--- src/rtl/rr_encoder_arbiter_pkg.sv ---
// Shared types and helpers for the round-robin encoder arbiter.
package arb_pkg;

  localparam int unsigned N     = 16;
  localparam int unsigned IDX_W = 4;

  typedef enum logic {
    IDLE,
    GRANT
  } state_t;

  // Expand a binary index into its one-hot grant vector.
  function automatic logic [N-1:0] onehot(input logic [IDX_W-1:0] idx);
    logic [N-1:0] v;
    v      = '0;
    v[idx] = 1'b1;
    return v;
  endfunction

endpackage

--- src/rtl/rr_encoder_arbiter_if.sv ---
// Request/grant bundle between the requesters (master) and the arbiter (slave).
interface rr_encoder_arbiter_if;
  import arb_pkg::*;

  logic             enable;
  logic [N-1:0]     req;
  logic [N-1:0]     grant;
  logic [IDX_W-1:0] grant_idx;
  logic             grant_valid;

  modport master (
    output enable, req,
    input  grant, grant_idx, grant_valid
  );

  modport slave (
    input  enable, req,
    output grant, grant_idx, grant_valid
  );

endinterface

--- src/rtl/rr_priority_encoder.sv ---
// Combinational round-robin search: first set request at or above ptr, wrapping.
module rr_priority_encoder
  import arb_pkg::*;
(
  input  logic [N-1:0]     req,
  input  logic [IDX_W-1:0] ptr,
  output logic             found,
  output logic [IDX_W-1:0] idx
);

  logic [2*N-1:0]   dbl;
  logic [N-1:0]     rot;
  logic [IDX_W-1:0] off;

  // Rotate so ptr lands at bit 0, take the lowest set bit, then undo the rotation.
  always_comb begin
    dbl   = {req, req};
    rot   = N'(dbl >> ptr);
    found = |req;
    off   = '0;
    for (int unsigned i = N; i > 0; i--) begin
      if (rot[i-1]) begin
        off = IDX_W'(i - 1);
      end
    end
    idx = off + ptr;
  end

endmodule

--- src/rtl/rr_encoder_arbiter.sv ---
// Round-robin arbiter: holds one winner until release or hold timeout, then rotates.
module rr_encoder_arbiter
  import arb_pkg::*;
#(
  parameter int unsigned MAX_HOLD = 8
) (
  input logic                 clk,
  input logic                 reset,
  rr_encoder_arbiter_if.slave bus
);

  localparam int unsigned CNT_W = (MAX_HOLD > 2) ? $clog2(MAX_HOLD) : 1;
  localparam logic [CNT_W-1:0] HOLD_LAST = (MAX_HOLD == 0) ? '0 : CNT_W'(MAX_HOLD - 1);

  state_t           state_q;
  logic [IDX_W-1:0] ptr_q;
  logic [CNT_W-1:0] cnt_q;
  logic [CNT_W-1:0] cnt_d;
  logic [N-1:0]     grant_q;
  logic [IDX_W-1:0] idx_q;
  logic             valid_q;

  logic             enc_found;
  logic [IDX_W-1:0] enc_idx;
  logic             hold_release;
  logic             hold_timeout;

  rr_priority_encoder u_enc (
    .req   (bus.req),
    .ptr   (ptr_q),
    .found (enc_found),
    .idx   (enc_idx)
  );

  // Hold-counter next value and the two grant-exit conditions.
  always_comb begin
    cnt_d = cnt_q;
    if ((MAX_HOLD != 0) && (cnt_q != HOLD_LAST)) begin
      cnt_d = cnt_q + 1'b1;
    end
    hold_timeout = (MAX_HOLD != 0) && (cnt_q == HOLD_LAST);
    hold_release = !bus.req[idx_q];
  end

  // Arbitration FSM with registered grant outputs and priority pointer.
  always_ff @(posedge clk) begin
    if (reset) begin
      state_q <= IDLE;
      ptr_q   <= '0;
      cnt_q   <= '0;
      grant_q <= '0;
      idx_q   <= '0;
      valid_q <= 1'b0;
    end else begin
      case (state_q)
        IDLE: begin
          if (bus.enable && enc_found) begin
            state_q <= GRANT;
            grant_q <= onehot(enc_idx);
            idx_q   <= enc_idx;
            valid_q <= 1'b1;
            ptr_q   <= enc_idx + 1'b1;
            cnt_q   <= '0;
          end
        end
        GRANT: begin
          if (hold_release || hold_timeout) begin
            state_q <= IDLE;
            grant_q <= '0;
            valid_q <= 1'b0;
          end else begin
            cnt_q <= cnt_d;
          end
        end
        default: state_q <= IDLE;
      endcase
    end
  end

  assign bus.grant       = grant_q;
  assign bus.grant_idx   = idx_q;
  assign bus.grant_valid = valid_q;

endmodule

--- src/flat_wrapper.sv ---
// flat-port wrapper written by rule: the top's interface ports become plain ports
module rr_encoder_arbiter_flat import arb_pkg::*;
#(
  parameter int unsigned MAX_HOLD = 8
)
  (clk, reset, bus_enable, bus_req, bus_grant, bus_grant_idx, bus_grant_valid);
  rr_encoder_arbiter_if bus_i ();
  input logic clk;
  input logic reset;
  input wire logic [$bits(bus_i.enable)-1:0] bus_enable;
  input wire logic [$bits(bus_i.req)-1:0] bus_req;
  output wire logic [$bits(bus_i.grant)-1:0] bus_grant;
  output wire logic [$bits(bus_i.grant_idx)-1:0] bus_grant_idx;
  output wire logic [$bits(bus_i.grant_valid)-1:0] bus_grant_valid;
  assign bus_i.enable = bus_enable;
  assign bus_i.req = bus_req;
  assign bus_grant = bus_i.grant;
  assign bus_grant_idx = bus_i.grant_idx;
  assign bus_grant_valid = bus_i.grant_valid;
  rr_encoder_arbiter #(.MAX_HOLD(MAX_HOLD)) u_core (.clk(clk), .reset(reset), .bus(bus_i));
endmodule
--- config.mk ---
export PLATFORM = sky130hd
export DESIGN_NAME = rr_encoder_arbiter_flat
export DESIGN_NICKNAME = d
export VERILOG_FILES = /design/src/rtl/rr_encoder_arbiter_pkg.sv /design/src/rtl/rr_encoder_arbiter_if.sv /design/src/rtl/rr_priority_encoder.sv /design/src/rtl/rr_encoder_arbiter.sv /design/src/flat_wrapper.sv
export SDC_FILE = /design/constraint.sdc
export NUM_CORES = 1
export LEC_CHECK = 0
export ABC_AREA = 1
export CAP_MARGIN = 20
export CORE_UTILIZATION = 49
export DETAILED_ROUTE_END_ITERATION = 8
export PLACE_DENSITY_LB_ADDON = 0.05
export SETUP_SLACK_MARGIN = 0.02
export SYNTH_ARGS = -nofsm -noshare
export SYNTH_HDL_FRONTEND = slang
export SYNTH_SLANG_ARGS = --single-unit
--- constraint.sdc ---
create_clock -name clk -period 5.19 [get_ports clk]
set_input_delay 0.519 -clock clk [delete_from_list [all_inputs] [get_ports clk]]
set_output_delay 0.519 -clock clk [all_outputs]
set_load 0.1 [all_outputs]
Word level (Yosys, flattened, before mapping)
Cells that the tools add are included.
Cells by class
  multiplexer cells: 33
  reduce and logical (&&, ||, !) cells: 8
  bitwise operators: 1
  add/subtract/negate cells: 3
  equal/unequal tests: 6
  shift-type cells: 1
  magnitude comparators: 3
Operator list (number)
  $mux 4: 16
  $mux 16: 2
  $pmux 16 s2: 1
  $shr 32x4->16: 1
  $reduce_or 16->1: 1
  $lt 4x5->1 const B: 2
  $mux 3: 3
  $mux 1: 6
  $ne 2x2->1 const B: 3
  $pmux 3 s2: 1
  $add 4x1->4 const B: 1
  $add 4x4->4: 1
  $bmux 1 s4: 1
  $demux 1 s4: 1
  $ge 4x1->1 const B: 1
  $pmux 1 s2: 2
  $reduce_and 2->1: 2
  $add 3x1->3 const B: 1
  $eq 3x3->1 const B: 1
  $ne 3x3->1 const B: 1
  $reduce_and 3->1: 1
  $logic_and 1x1->1: 2
  $ne 2x1->1 const B: 1
  $logic_not 1->1: 1
  other kinds (2): 2
Storage, ports and cells
  bits in registers: 29
  bits of input ports: 19

Logic depth before layout (Yosys ltp)
Gate-level depths: netlist of run 1.
  word-level depth: 24
  gate-level depth with buffers: 33
  depth with buffers taken out: 31

Cells and area by module
Synthesis of run 1 repeated with hierarchy kept, for this count alone.
Unflattened totals
  cells, all modules: 459
  area total of the unflattened synthesis: 2904.0 um2
By module, submodules not included
  rr_encoder_arbiter: area an instance 1656.6 um2, times used 1, cells an instance 235
  rr_priority_encoder: area an instance 1247.4 um2, times used 1, cells an instance 224

Worst setup path after synthesis of run 1
OpenSTA, ideal clock, no wires.
  path type: register -> register
  start point: register u_core.ptr_q[0]
  end point: register u_core.ptr_q[3]
  slack: 1421 ps
  library setup time: 113 ps
  path buffers: 2
  period minus slack after synthesis: 3769 ps
  cell stages (with the launch flop): 31
  data required time: 5077 ps
  data arrival time: 3656 ps
  cells stage by stage: dfxtp_1 buf_6 inv_6 buf_12 nand2_4 nand3_2 nand3_1 nand2_1 o21ai_1 nand2_1 nand2_1 nand2_1 nand2_1 nand2_1 nand2_1 nand2_1 nand2_1 nand2_1 nand2_1 nand2_1 nand2_1 a21oi_1 ha_1 fa_1 xor2_1 clkinv_1 nor3_1 nand3b_2 nand3_2 o211ai_2 inv_2
Between the ends
  word-level cells in the longest chain between the ends: 19
Ends and longest elaborated chain
  start: declaration: RTL line rr_encoder_arbiter.sv:16  | logic [IDX_W-1:0] ptr_q;
  start signal: assignment: RTL line rr_encoder_arbiter.sv:62  | ptr_q <= enc_idx + 1'b1;
  $shr 32x4->16: RTL line rr_priority_encoder.sv:18  | rot = N'(dbl >> ptr);
  $mux 4 (16 in a row): RTL line rr_priority_encoder.sv:22  | if (rot[i-1]) begin
  $add 4x4->4 *: RTL line rr_priority_encoder.sv:26  | idx = off + ptr;
  $add 4x1->4 *: RTL line rr_encoder_arbiter.sv:62
Mark *: on every way between the ends. The rest lies on a longest branch, timed or not.
A chain may end at the register's enable or synchronous reset.

Final worst setup path of run 1
Ends and elaborated chain as after synthesis.

==> results of run 1 <==
## final cells by class
type	instances	area (sq um)
inverters	32	130
well taps	70	87.6
flip-flops and latches	29	581
fillers	528	2070
repair buffers	42	413
clock inverters	2	10.0
multi-input cells	319	1780
clock buffers	6	72.6
## power by group
group | leakage, nW | internal, mW | total, mW | switching, mW
Clock | 0.0450 | 0.0926 | 0.181 | 0.0888
Sequential | 0.236 | 0.269 | 0.345 | 0.0758
Combinational | 1.02 | 0.468 | 1.50 | 1.03
## per-layer routing
| layer | vias up | wire length (um) |
|---|---|---|
| met5 | - | 0 |
| met4 | 0 | 103 |
| met3 | 11 | 240 |
| met2 | 70 | 3290 |
| met1 | 1248 | 3120 |
| li1 | 1421 | - |
## cells in the final DEF (no fill, tap or decap), types with 2 or more instances in the layout
| cell type | count |
|---|---|
| nand2_1 | 97 |
| nand3_1 | 60 |
| clkdlybuf4s50_1 | 39 |
| dfxtp_1 | 29 |
| a21oi_1 | 28 |
| inv_1 | 24 |
| nor2_1 | 18 |
| nand4_1 | 17 |
| nand3_2 | 16 |
| o21ai_0 | 14 |
| o21ai_1 | 13 |
| ha_1 | 9 |
| nand2_4 | 8 |
| nand2_2 | 7 |
| clkbuf_8 | 5 |
| inv_2 | 4 |
| nor2_2 | 3 |
| o211ai_1 | 3 |
| nor4_1 | 3 |
| xor2_1 | 3 |
| buf_4 | 3 |
| inv_6 | 2 |
| o21a_1 | 2 |
| nor2_4 | 2 |
| o22ai_1 | 2 |
| o221ai_1 | 2 |
| nor3_1 | 2 |
| clkinv_1 | 2 |
| clkinv_2 | 2 |
## through the flow
stage / util, % / total power, mW / hold slack (ns)
2_1_floorplan: - / 1.56 / 0.429
5_1_grt: 59.8 / 2.22 / 0.485
6_report: 59.8 / 2.03 / 0.462
3_3_place_gp: 58.2 / 1.82 / 0.454
3_5_place_dp: 58.2 / 1.83 / 0.455
4_1_cts: 59.8 / 2.02 / 0.466
## registers in the layout, indices dropped and copies added, names as in the netlist
name	cells
u_core.bus.grant_idx	4
u_core.bus.grant_valid	1
u_core.state_q	1
u_core.cnt_q	3
u_core.bus.grant	16
u_core.ptr_q	4
## kinds of logic after synthesis
logic type / count (synthesis)
compound gates: 70
flops: 29
fa+ha+maj: 10
buf+inv: 49
simple gates: 236
xor+xnor: 3
## worst min-delay path by stage
stage,from,to,depth (start not counted)
floorplan,u_core.cnt_q[0],u_core.cnt_q[0],1
global route,u_core.bus.grant_valid,u_core.bus.grant_valid,2
CTS,u_core.bus.grant[11],u_core.bus.grant[11],2
global placement,u_core.bus.grant_valid,u_core.bus.grant_valid,2
detailed placement,u_core.cnt_q[0],u_core.cnt_q[0],1
finish,u_core.bus.grant[11],u_core.bus.grant[11],2
## worst register-to-register path, delay by kind of cell (launching register included)
family	cells	cell delay, ns
compound gates	2	0.16
xor+xnor	1	0.14
fa+ha+maj	2	0.59
buf+inv	4	0.68
flops	1	0.79
simple gates	22	1.90
==> flow_summary.html, run 1 <==
<table>
<tr><th>Metric</th><th>Value</th></tr>
<tr><th colspan="2">Finish</th></tr>
<tr><td>Cell Count, Final, Fillers Out</td><td>500</td></tr>
<tr><td>Area growth syn-to-layout</td><td>17.1%</td></tr>
<tr><td>Number of nets in the layout</td><td>458</td></tr>
<tr><td>Fraction of final layout cells with drive strength greater than 1</td><td>13.0%</td></tr>
<tr><td>Final design area excluding fillers</td><td>roughly 3000 sq um</td></tr>
<tr><td>Antenna Cells</td><td>0</td></tr>
<tr><th colspan="2">Logic synthesis</th></tr>
<tr><td>Share of synthesized area occupied by flip-flops and latches</td><td>about 22%</td></tr>
<tr><td>Post-Syn Area per Cell</td><td>around 6.6 sq um</td></tr>
<tr><td>Most used DFF post-synth</td><td>dfxtp_1</td></tr>
<tr><td>FF+latch count, synth</td><td>29</td></tr>
<tr><td>Post-Syn Nets</td><td>426</td></tr>
<tr><td>YS warnings</td><td>0</td></tr>
<tr><td>Top cells by count, synth</td><td>nand2_1, nand3_1, dfxtp_1</td></tr>
<tr><td>Fraction of the mapped netlist area in adder cells</td><td>slightly above 5%</td></tr>
<tr><td>Synth unique cells</td><td>40</td></tr>
<tr><td>FFs w/ async S/R, synth</td><td>0%</td></tr>
<tr><td>Area share of the largest cell type after synthesis</td><td>22.1%</td></tr>
<tr><td>Share of the synthesized area in compound gates (AO/OA/AOI/OAI)</td><td>about 15%</td></tr>
<tr><td>Synthesized-area fraction occupied by xor and xnor cells</td><td>1.00%</td></tr>
<tr><td>Synth Instances</td><td>around 400</td></tr>
<tr><td>Fraction of the mapped netlist area in simple logic gates</td><td>around 47%</td></tr>
<tr><td>Most frequently used cell type in the post-synthesis netlist</td><td>nand2_1</td></tr>
<tr><td>Summed instance area of the synthesized netlist</td><td>between 2000 and 3000 sq um</td></tr>
<tr><td>Largest area contributor in the synthesized netlist</td><td>dfxtp_1</td></tr>
<tr><td>Area contributors post-synth</td><td>dfxtp_1, nand2_1, nand3_1</td></tr>
<tr><td>Largest family of logic cells by synthesized area</td><td>simple AND/OR/NAND/NOR gates</td></tr>
<tr><td>Post-synth EDFFs</td><td>0</td></tr>
<tr><td>Mux cell area share after synthesis</td><td>0%</td></tr>
<tr><th colspan="2">Timing</th></tr>
<tr><td>Post-route clock period utilization</td><td>~83%</td></tr>
<tr><td>Number of failing setup endpoints in the final timing report</td><td>0</td></tr>
<tr><td>Setup TNS</td><td>0 ns</td></tr>
<tr><td>Rel. slew slack</td><td>between 30% and 40%</td></tr>
<tr><td>Hold violation count in the final report</td><td>0</td></tr>
<tr><td>Actual transition at the worst max-transition pin</td><td>0.969 ns</td></tr>
<tr><td>Min cycle time layout</td><td>4.32 ns</td></tr>
<tr><td>Worst setup slack after layout</td><td>between 0.8 and 0.9 ns</td></tr>
<tr><td>Final max-slew violation count</td><td>0</td></tr>
<tr><td>Worst clock skew</td><td>around 0.0057 ns</td></tr>
<tr><td>Highest achievable clock rate</td><td>approximately 230 MHz</td></tr>
<tr><td>Setup repair after global routing missed its margin</td><td>no</td></tr>
<tr><th colspan="2">Power and ir drop</th></tr>
<tr><td>Pwr per Cell Area</td><td>about 660 nW/um^2</td></tr>
<tr><td>Leakage component of the power</td><td>roughly 1.3 nW</td></tr>
<tr><td>Highest ir drop seen on vdd</td><td>around 0.00047 V</td></tr>
<tr><th colspan="2">Placement</th></tr>
<tr><td>Minimum setup slack after placement</td><td>around 0.8 ns</td></tr>
<tr><td>Routability-driven placement congestion ratio</td><td>0.894</td></tr>
<tr><td>Count of input and output buffers</td><td>39</td></tr>
<tr><td>Number of placed instances, taps included</td><td>around 490</td></tr>
<tr><td>Area of placed instances</td><td>around 3000 sq um</td></tr>
<tr><td>Post-detailed-placement half-perimeter wirelength</td><td>roughly 5200 um</td></tr>
<tr><th colspan="2">Worst setup path</th></tr>
<tr><td>Worst reg2reg path startpoint</td><td>u_core.ptr_q[0]</td></tr>
<tr><td>Reg-to-reg critical path endpoint</td><td>u_core.ptr_q[3]</td></tr>
<tr><td>Sort of element at the start of the critical path</td><td>register</td></tr>
<tr><td>Launch point of the worst path</td><td>u_core.ptr_q[0]</td></tr>
<tr><td>Reg2Reg Setup Slack</td><td>0.87 ns</td></tr>
<tr><td>Cell with the largest stage delay on the worst path</td><td>dfxtp_1</td></tr>
<tr><td>Crit path required time</td><td>5.38 ns</td></tr>
<tr><td>Crit Path Max Fanout</td><td>18</td></tr>
<tr><td>Most prevalent standard cell on the critical path</td><td>nand2_1</td></tr>
<tr><td>Critical path buffer and inverter count</td><td>4</td></tr>
<tr><td>Delay of the slowest cell on the worst path</td><td>~0.79 ns</td></tr>
<tr><td>Arrival time at the worst endpoint</td><td>between 4 and 5 ns</td></tr>
<tr><td>Kind of critical path</td><td>reg2reg</td></tr>
<tr><td>Kind of cell adding the most delay to the critical path</td><td>simple AND/OR/NAND/NOR gates</td></tr>
<tr><td>FF-to-FF path depth</td><td>31</td></tr>
<tr><td>Instance count on the critical path</td><td>31</td></tr>
<tr><td>Worst setup path endpoint</td><td>u_core.ptr_q[3]</td></tr>
<tr><td>Kind of end point of the critical path</td><td>register</td></tr>
<tr><th colspan="2">Floorplanning</th></tr>
<tr><td>Die Y</td><td>between 70 and 80 um</td></tr>
<tr><td>Die area</td><td>5650 sq um</td></tr>
<tr><td>Width of the chip</td><td>roughly 75 um</td></tr>
<tr><td>Core area</td><td>between 5000 and 6000 sq um</td></tr>
<tr><td>Initial core utilization</td><td>between 50% and 60%</td></tr>
<tr><td>Number of rows created at floorplan</td><td>26</td></tr>
<tr><td>Number of ports placed on the die boundary</td><td>40</td></tr>
<tr><th colspan="2">Clocking</th></tr>
<tr><td>CTS tree</td><td>yes</td></tr>
<tr><td>Cells resized by post-CTS repair</td><td>0</td></tr>
<tr><td>Clock root cell</td><td>clkbuf_8</td></tr>
<tr><td>Later-pin clock latency in the skew report</td><td>between 0.2 and 0.3 ns</td></tr>
<tr><td>Sink Count</td><td>29</td></tr>
<tr><td>Level count of the clock H-tree</td><td>2</td></tr>
<tr><td>CTS clock-pin slew for the worst setup and hold paths</td><td>~0.070 ns</td></tr>
<tr><td>Post-CTS setup buffer count</td><td>0</td></tr>
<tr><td>Number of buffers on the longest clock path</td><td>2</td></tr>
<tr><td>Number of buffers inserted during clock tree synthesis</td><td>5</td></tr>
<tr><td>Hold-fix buffers, CTS</td><td>0</td></tr>
<tr><th colspan="2">Global route</th></tr>
<tr><td>First-pass GRT wire length</td><td>11000 um</td></tr>
<tr><td>Most crowded layer after global routing</td><td>met2</td></tr>
<tr><td>Total global routing overflow</td><td>0</td></tr>
<tr><td>Antenna violations before repair</td><td>0</td></tr>
<tr><td>Fraction of met3 tracks used by global routing</td><td>roughly 3%</td></tr>
<tr><td>Via count of the first global-routing pass</td><td>about 2400</td></tr>
<tr><td>Met2 track demand over resource</td><td>44.9%</td></tr>
<tr><td>Pin count of the biggest net entering global routing</td><td>23</td></tr>
<tr><td>Overall fraction of global-route tracks in use</td><td>25.5%</td></tr>
<tr><td>Met1 track utilization from global routing</td><td>between 30% and 40%</td></tr>
<tr><th colspan="2">Detailed routing</th></tr>
<tr><td>Total Wirelength</td><td>around 6800 um</td></tr>
<tr><td>Vias</td><td>roughly 2800</td></tr>
<tr><td>Number of design rule violations left after detail routing</td><td>0</td></tr>
<tr><td>Initial DRC Count</td><td>218</td></tr>
<tr><td>Post-DR vias/cell</td><td>~5.5</td></tr>
<tr><td>Average wire per cell in the routed design</td><td>between 10 and 15 um</td></tr>
<tr><td>ANT nets after route</td><td>0</td></tr>
<tr><td>Count of TritonRoute iterations in the first routing pass</td><td>8</td></tr>
<tr><th colspan="2">Flow run</th></tr>
<tr><td>Total of max-cap violations</td><td>0</td></tr>
<tr><th colspan="2">Worst hold path</th></tr>
<tr><td>Min-delay worst type</td><td>reg2reg</td></tr>
<tr><th colspan="2">Status</th></tr>
<tr><td>Result of the run</td><td>complete, no violations</td></tr>
</table>
Power figures use the tool's default switching activity.
==> run 2: changes to the inputs <==
==> constraint.sdc (replaced) <==
create_clock -name clk -period 3.5 [get_ports clk]
set_input_delay 0.35 -clock clk [delete_from_list [all_inputs] [get_ports clk]]
set_output_delay 0.35 -clock clk [all_outputs]
set_load 0.1 [all_outputs]
==> flow_summary.html, run 2 (synthesized netlist as in run 1, its figures left out) <==
<table>
<tr><th>Metric</th><th>Value</th></tr>
<tr><th colspan="2">Clocking</th></tr>
<tr><td>Level count of the clock H-tree</td><td>2 (unchanged)</td></tr>
<tr><td>Hold-fix buffers, CTS</td><td>0 (unchanged)</td></tr>
<tr><td>Clock root cell</td><td>clkbuf_8</td></tr>
<tr><td>CTS clock-pin slew for the worst setup and hold paths</td><td>0.06 ns (about the same)</td></tr>
<tr><td>CTS tree</td><td>yes</td></tr>
<tr><td>Sink Count</td><td>29 (unchanged)</td></tr>
<tr><td>Number of buffers on the longest clock path</td><td>2 (unchanged)</td></tr>
<tr><td>Later-pin clock latency in the skew report</td><td>0.28 ns (about the same)</td></tr>
<tr><td>Number of buffers inserted during clock tree synthesis</td><td>5 (unchanged)</td></tr>
<tr><th colspan="2">Global route</th></tr>
<tr><td>Antenna violations before repair</td><td>0 (unchanged)</td></tr>
<tr><td>Overall fraction of global-route tracks in use</td><td>28.0% (+2.5 points)</td></tr>
<tr><td>First-pass GRT wire length</td><td>12100 um (+10%)</td></tr>
<tr><td>Total global routing overflow</td><td>0 (unchanged)</td></tr>
<tr><td>Via count of the first global-routing pass</td><td>2844 (+17%)</td></tr>
<tr><td>Pin count of the biggest net entering global routing</td><td>23 (unchanged)</td></tr>
<tr><th colspan="2">Worst hold path</th></tr>
<tr><td>Min-delay worst type</td><td>reg2reg</td></tr>
<tr><th colspan="2">Floorplanning</th></tr>
<tr><td>Width of the chip</td><td>75.2 um (unchanged)</td></tr>
<tr><td>Die area</td><td>5650 sq um (unchanged)</td></tr>
<tr><td>Number of rows created at floorplan</td><td>26 (unchanged)</td></tr>
<tr><td>Core area</td><td>5140 sq um (unchanged)</td></tr>
<tr><td>Die Y</td><td>75.2 um (unchanged)</td></tr>
<tr><td>Number of ports placed on the die boundary</td><td>40 (unchanged)</td></tr>
<tr><td>Initial core utilization</td><td>51.0% (unchanged)</td></tr>
<tr><th colspan="2">Worst setup path</th></tr>
<tr><td>Critical path buffer and inverter count</td><td>4 (unchanged)</td></tr>
<tr><td>Arrival time at the worst endpoint</td><td>3.50 ns (-1.01 ns)</td></tr>
<tr><td>Sort of element at the start of the critical path</td><td>register</td></tr>
<tr><td>Kind of end point of the critical path</td><td>register</td></tr>
<tr><td>Crit path required time</td><td>3.63 ns (-1.75 ns)</td></tr>
<tr><td>Kind of cell adding the most delay to the critical path</td><td>simple AND/OR/NAND/NOR gates</td></tr>
<tr><td>Most prevalent standard cell on the critical path</td><td>nand2_1</td></tr>
<tr><td>Kind of critical path</td><td>reg2reg</td></tr>
<tr><td>Cell with the largest stage delay on the worst path</td><td>fa_2</td></tr>
<tr><td>Crit Path Max Fanout</td><td>17 (-1)</td></tr>
<tr><td>Delay of the slowest cell on the worst path</td><td>0.48 ns (-0.31 ns)</td></tr>
<tr><th colspan="2">Timing</th></tr>
<tr><td>Rel. slew slack</td><td>34.5% (-0.71 points)</td></tr>
<tr><td>Hold violation count in the final report</td><td>0 (unchanged)</td></tr>
<tr><td>Actual transition at the worst max-transition pin</td><td>0.980 ns (+0.0106 ns)</td></tr>
<tr><td>Number of failing setup endpoints in the final timing report</td><td>0 (unchanged)</td></tr>
<tr><td>Post-route clock period utilization</td><td>96.3% (+13 points)</td></tr>
<tr><td>Highest achievable clock rate</td><td>297 MHz (+28%)</td></tr>
<tr><td>Setup repair after global routing missed its margin</td><td>yes</td></tr>
<tr><td>Final max-slew violation count</td><td>0 (unchanged)</td></tr>
<tr><td>Post-Route Hold Slack</td><td>0.459 ns (-0.00367 ns)</td></tr>
<tr><td>Min cycle time layout</td><td>3.37 ns (-0.948 ns)</td></tr>
<tr><td>Worst clock skew</td><td>0.00805 ns (+0.00231 ns)</td></tr>
<tr><th colspan="2">Detailed routing</th></tr>
<tr><td>ANT nets after route</td><td>0 (unchanged)</td></tr>
<tr><td>Vias</td><td>3110 (+13%)</td></tr>
<tr><td>Initial DRC Count</td><td>275 (+26%)</td></tr>
<tr><td>Post-DR vias/cell</td><td>5.62 (+2.3%)</td></tr>
<tr><td>Total Wirelength</td><td>8080 um (+20%)</td></tr>
<tr><td>Average wire per cell in the routed design</td><td>14.6 um (+8.2%)</td></tr>
<tr><td>Count of TritonRoute iterations in the first routing pass</td><td>5 (-3)</td></tr>
<tr><td>Number of design rule violations left after detail routing</td><td>0 (unchanged)</td></tr>
<tr><th colspan="2">Finish</th></tr>
<tr><td>Sequential cell area</td><td>589 sq um (+1.5%)</td></tr>
<tr><td>Most frequent standard cell in the layout excluding fill and tap cells</td><td>nand2_1</td></tr>
<tr><td>Fill count</td><td>432 (-18%)</td></tr>
<tr><td>Area of the multi-input gates</td><td>2020 sq um (+14%)</td></tr>
<tr><td>Fraction of final layout cells with drive strength greater than 1</td><td>34.4% (+21 points)</td></tr>
<tr><td>Antenna Cells</td><td>0 (unchanged)</td></tr>
<tr><td>Number of nets in the layout</td><td>511 (+12%)</td></tr>
<tr><td>Max reg flops</td><td>16 (unchanged)</td></tr>
<tr><td>Area growth syn-to-layout</td><td>46.4%</td></tr>
<tr><td>Most used cells in the layout excluding fill and tap cells</td><td>nand2_1, buf_4, nand3_2</td></tr>
<tr><th colspan="2">Power and ir drop</th></tr>
<tr><td>Leakage component of the power</td><td>1.78 nW (+37%)</td></tr>
<tr><td>Overall power consumption</td><td>3.92 mW (+93%)</td></tr>
<tr><td>Highest ir drop seen on vdd</td><td>0.000683 V (+45%)</td></tr>
<tr><td>Pwr per Cell Area</td><td>1020 nW/um^2 (+55%)</td></tr>
<tr><th colspan="2">Status</th></tr>
<tr><td>Result of the run</td><td>complete, no violations</td></tr>
<tr><th colspan="2">Placement</th></tr>
<tr><td>Post-detailed-placement half-perimeter wirelength</td><td>5700 um (+11%)</td></tr>
<tr><td>Count of input and output buffers</td><td>39 (unchanged)</td></tr>
<tr><td>Routability-driven placement congestion ratio</td><td>0.834 (-6.8%)</td></tr>
<tr><th colspan="2">Flow run</th></tr>
<tr><td>Total of max-cap violations</td><td>0 (unchanged)</td></tr>
</table>
## run 2: cell count changes in the layout (fill, tap and decap cells not counted), sizes merged, moves of 2 or more
cell / delta
buf: +50
clkbuf: +2
clkdlybuf4s50: -16
clkinvlp: +2
dlymetal6s2s: +15
## run 2: final cells by class
type / count / share of cell area [%]
well taps: 70 / 2.28
inverters: 32 / 3.88
repair buffers: 94 / 23.5
multi-input cells: 319 / 52.6
clock inverters: 2 / 0.261
repair inverters: 1 / 0.196
flip-flops and latches: 29 / 15.3
clock buffers: 6 / 1.89
## run 2: layer usage
layer,share of wire [%],global-route usage [%],wire (um),vias to the layer above
met5,0,0,0,-
met1,42,32.7,3380,1454
met4,1.5,11.5,123,0
met2,53,51.9,4240,111
li1,-,-,-,1533
met3,4.2,3.08,337,12
## run 2: timing repair
action	4_1_cts	5_1_grt
gates cloned	0	3
buffers inserted	0	9
pin swaps	0	12
gates resized for setup	4	82
setup endpoints to repair	8	22
## run 2: path summary, 6_finish.rpt
path	slack [ns]	endpoint	cells after the start	start
worst max register to register	0.13	u_core.bus.grant[2]	30	u_core.ptr_q[0]
worst min-delay path	0.46	u_core.cnt_q[0]	1	u_core.cnt_q[0]
worst min register to register	0.46	u_core.cnt_q[0]	1	u_core.cnt_q[0]
worst max-delay path	0.13	u_core.bus.grant[2]	30	u_core.ptr_q[0]
## run 2: stage by stage
step | TNS, ns | setup slack (ns) | cells | cell area [sq um] | utilization [%]
floorplan | 0 | 0.0211 | 397 | 2630 | -
global placement | -3.85 | -0.284 | 533 | 3330 | 64.8
detailed placement | -4.49 | -0.300 | 533 | 3330 | 64.8
CTS | 0 | 0.0168 | 541 | 3420 | 66.6
global route | -2.73 | -0.198 | 553 | 3840 | 74.7
finish | 0 | 0.129 | 553 | 3840 | 74.7
## run 2: power by group
| part | internal [mW] | switching (mW) |
|---|---|---|
| combinational | 1.26 | 1.91 |
| clock | 0.137 | 0.121 |
| sequential | 0.405 | 0.0824 |
## run 2: worst register-to-register path, delay by kind of cell (launching register included)
kind | cells | cell delay, ns
simple gates | 21 | 1.28
fa+ha+maj | 3 | 0.82
buf+inv | 4 | 0.51
compound gates | 2 | 0.18
flops | 1 | 0.38
==> run 3: changes to the inputs <==
--- a/config.mk
+++ b/config.mk
@@ -7,7 +7,7 @@
 export LEC_CHECK = 0
 export ABC_AREA = 1
 export CAP_MARGIN = 20
-export CORE_UTILIZATION = 49
+export CORE_UTILIZATION = 30
 export DETAILED_ROUTE_END_ITERATION = 8
 export PLACE_DENSITY_LB_ADDON = 0.05
 export SETUP_SLACK_MARGIN = 0.02
==> flow_summary.html, run 3 (synthesized netlist as in run 1, its figures left out) <==
<table>
<tr><th>Metric</th><th>Value</th></tr>
<tr><th colspan="2">Worst setup path</th></tr>
<tr><td>Crit Path Max Fanout</td><td>4 (-13)</td></tr>
<tr><td>Cell with the largest stage delay on the worst path</td><td>fa_2</td></tr>
<tr><td>Kind of critical path</td><td>in2reg</td></tr>
<tr><td>Kind of end point of the critical path</td><td>register</td></tr>
<tr><td>Delay of the slowest cell on the worst path</td><td>0.50 ns (+0.02 ns)</td></tr>
<tr><td>FF-to-FF path depth</td><td>28 (-6.7%)</td></tr>
<tr><td>Sort of element at the start of the critical path</td><td>input port</td></tr>
<tr><td>Arrival time at the worst endpoint</td><td>3.62 ns (+0.12 ns)</td></tr>
<tr><td>Most prevalent standard cell on the critical path</td><td>nand2_1</td></tr>
<tr><td>Crit path required time</td><td>3.70 ns (+0.07 ns)</td></tr>
<tr><th colspan="2">Detailed routing</th></tr>
<tr><td>Count of TritonRoute iterations in the first routing pass</td><td>5 (unchanged)</td></tr>
<tr><td>Average wire per cell in the routed design</td><td>13.7 um (-6.0%)</td></tr>
<tr><td>Initial DRC Count</td><td>103 (-63%)</td></tr>
<tr><td>Post-DR vias/cell</td><td>4.97 (-12%)</td></tr>
<tr><td>Number of design rule violations left after detail routing</td><td>0 (unchanged)</td></tr>
<tr><td>Vias</td><td>2994 (-3.7%)</td></tr>
<tr><td>ANT nets after route</td><td>0 (unchanged)</td></tr>
<tr><td>Wire length on met2</td><td>4050 um (-4.6%)</td></tr>
<tr><td>Met3 WL</td><td>230 um (-32%)</td></tr>
<tr><td>Post-Route M1 WL</td><td>3910 um (+16%)</td></tr>
<tr><td>Total Wirelength</td><td>8280 um (+2.5%)</td></tr>
<tr><td>Highest metal layer used by the detailed router</td><td>met4</td></tr>
<tr><th colspan="2">Clocking</th></tr>
<tr><td>CTS tree</td><td>yes</td></tr>
<tr><td>CTS clock-pin slew for the worst setup and hold paths</td><td>0.07 ns (about the same)</td></tr>
<tr><td>Hold-fix buffers, CTS</td><td>0 (unchanged)</td></tr>
<tr><td>Clock root cell</td><td>clkbuf_8</td></tr>
<tr><td>Level count of the clock H-tree</td><td>2 (unchanged)</td></tr>
<tr><td>Later-pin clock latency in the skew report</td><td>0.28 ns (about the same)</td></tr>
<tr><td>Sink Count</td><td>29 (unchanged)</td></tr>
<tr><td>Number of buffers inserted during clock tree synthesis</td><td>5 (unchanged)</td></tr>
<tr><td>Number of buffers on the longest clock path</td><td>2 (unchanged)</td></tr>
<tr><th colspan="2">Global route</th></tr>
<tr><td>Overall fraction of global-route tracks in use</td><td>19.4% (-8.6 points)</td></tr>
<tr><td>Via count of the first global-routing pass</td><td>2849 (+0.18%)</td></tr>
<tr><td>Pin count of the biggest net entering global routing</td><td>23 (unchanged)</td></tr>
<tr><td>Total global routing overflow</td><td>0 (unchanged)</td></tr>
<tr><td>First-pass GRT wire length</td><td>13800 um (+14%)</td></tr>
<tr><td>Antenna violations before repair</td><td>0 (unchanged)</td></tr>
<tr><th colspan="2">Placement</th></tr>
<tr><td>Area of placed instances</td><td>3540 sq um (+6.2%)</td></tr>
<tr><td>Count of input and output buffers</td><td>39 (unchanged)</td></tr>
<tr><td>Post-detailed-placement half-perimeter wirelength</td><td>6440 um (+13%)</td></tr>
<tr><td>Routability-driven placement congestion ratio</td><td>0.842 (+1.0%)</td></tr>
<tr><th colspan="2">Timing</th></tr>
<tr><td>Highest achievable clock rate</td><td>293 MHz (-1.3%)</td></tr>
<tr><td>Final max-slew violation count</td><td>0 (unchanged)</td></tr>
<tr><td>Worst clock skew</td><td>0.0131 ns (+0.00502 ns)</td></tr>
<tr><td>Actual transition at the worst max-transition pin</td><td>0.978 ns (-0.00181 ns)</td></tr>
<tr><td>Min cycle time layout</td><td>3.41 ns (+0.0429 ns)</td></tr>
<tr><td>Number of failing setup endpoints in the final timing report</td><td>0 (unchanged)</td></tr>
<tr><td>Post-route clock period utilization</td><td>97.5% (+1.2 points)</td></tr>
<tr><td>Setup repair after global routing missed its margin</td><td>yes</td></tr>
<tr><td>Rel. slew slack</td><td>34.6% (+0.12 points)</td></tr>
<tr><td>Hold violation count in the final report</td><td>0 (unchanged)</td></tr>
<tr><th colspan="2">Floorplanning</th></tr>
<tr><td>Core area</td><td>8340 sq um (+62%)</td></tr>
<tr><td>Die Y</td><td>95.5 um (+27%)</td></tr>
<tr><td>Initial core utilization</td><td>31.4% (-20 points)</td></tr>
<tr><td>Number of ports placed on the die boundary</td><td>40 (unchanged)</td></tr>
<tr><td>Width of the chip</td><td>95.5 um (+27%)</td></tr>
<tr><td>Die area</td><td>9120 sq um (+61%)</td></tr>
<tr><td>Number of rows created at floorplan</td><td>33 (+27%)</td></tr>
<tr><th colspan="2">Flow run</th></tr>
<tr><td>Total of max-cap violations</td><td>0 (unchanged)</td></tr>
<tr><th colspan="2">Finish</th></tr>
<tr><td>Max reg flops</td><td>16 (unchanged)</td></tr>
<tr><td>Area growth syn-to-layout</td><td>48.4%</td></tr>
<tr><td>Most frequent standard cell in the layout excluding fill and tap cells</td><td>nand2_1</td></tr>
<tr><td>Antenna Cells</td><td>0 (unchanged)</td></tr>
<tr><td>Final design area excluding fillers</td><td>3890 sq um (+1.3%)</td></tr>
<tr><td>Most used cells in the layout excluding fill and tap cells</td><td>nand2_1, buf_4, nand3_1</td></tr>
<tr><td>Fraction of final layout cells with drive strength greater than 1</td><td>33.3% (-1.0 points)</td></tr>
<tr><td>Fraction of the core area covered by cells at the end of the flow</td><td>46.7% (-28 points)</td></tr>
<tr><td>Number of nets in the layout</td><td>526 (+2.9%)</td></tr>
<tr><th colspan="2">Worst hold path</th></tr>
<tr><td>Min-delay worst type</td><td>reg2reg</td></tr>
<tr><td>Count of cells along the worst hold path</td><td>2 (+1)</td></tr>
<tr><th colspan="2">Power and ir drop</th></tr>
<tr><td>Pwr per Cell Area</td><td>1010 nW/um^2 (-0.88%)</td></tr>
<tr><td>Leakage component of the power</td><td>1.75 nW (-1.6%)</td></tr>
<tr><td>Highest ir drop seen on vdd</td><td>0.000497 V (-27%)</td></tr>
<tr><th colspan="2">Status</th></tr>
<tr><td>Result of the run</td><td>complete, no violations</td></tr>
</table>
## run 3: changes by cell type in the layout (fill, tap and decap cells not counted), moves of 3 or more
cell / change
nand2_2: -3
dlygate4sd2_1: +10
nand2_1: +4
a21oi_1: +3
buf_4: +15
a21oi_2: -3
dlymetal6s2s_1: -12
## run 3: worst paths after layout
check / start / end / slack [ns]
worst max-delay path: bus_req[2] / u_core.bus.grant[12] / 0.09
worst min-delay path: u_core.bus.grant[13] / u_core.bus.grant[13] / 0.47
worst max register to register: u_core.ptr_q[0] / u_core.bus.grant[12] / 0.10
worst min register to register: u_core.bus.grant[13] / u_core.bus.grant[13] / 0.47
## run 3: power breakdown
| part | switching, mW | total [mW] | leakage (nW) | internal, mW |
|---|---|---|---|---|
| logic | 1.85 | 3.11 | 1.45 | 1.26 |
| clock network | 0.134 | 0.366 | 0.0585 | 0.232 |
| registers | 0.0600 | 0.459 | 0.237 | 0.399 |
| total | 2.05 | 3.93 | 1.75 | 1.89 |
## run 3: cell type report
class	instances	area, sq um
Tap cell	105	131
Sequential cell	29	582
Fill cell	896	4450
Inverter	32	143
Clock inverter	1	30.0
Multi-Input combinational cell	319	1950
Clock buffer	7	86.3
Timing Repair Buffer	110	966
## run 3: per-stage QoR
| step | total power [mW] | setup slack, ns | instances | TNS (ns) | hold slack [ns] |
|---|---|---|---|---|---|
| after floorplan | 2.33 | 0.0211 | 397 | 0 | 0.428 |
| after global placement | 3.31 | -0.339 | 588 | -5.09 | 0.454 |
| after detailed placement | 3.32 | -0.390 | 588 | -5.96 | 0.455 |
| after CTS | 3.79 | 0.0374 | 596 | 0 | 0.470 |
| after global routing | 4.28 | -0.251 | 603 | -3.80 | 0.483 |
| final | 3.93 | 0.0858 | 603 | 0 | 0.466 |
## run 3: critical path, delay by kind of cell
| family | cells | cell delay (ns) |
|---|---|---|
| fa+ha+maj | 3 | 0.85 |
| compound gates | 4 | 0.53 |
| buf+inv | 5 | 0.88 |
| simple gates | 16 | 1.00 |
## run 3: metal layers
layer  up-vias  GRT usage, %
met5         -             0
met4         0          5.47
met3        12          2.47
met2        60          33.0
met1      1357          25.5
li1       1565             -
## run 3: timing repair
action	CTS	global route
endpoints found under the hold margin	0	0
gates cloned	0	0
buffers inserted	0	7
gates resized for setup	28	35
pin swaps	2	11
endpoints found under the setup margin	14	19
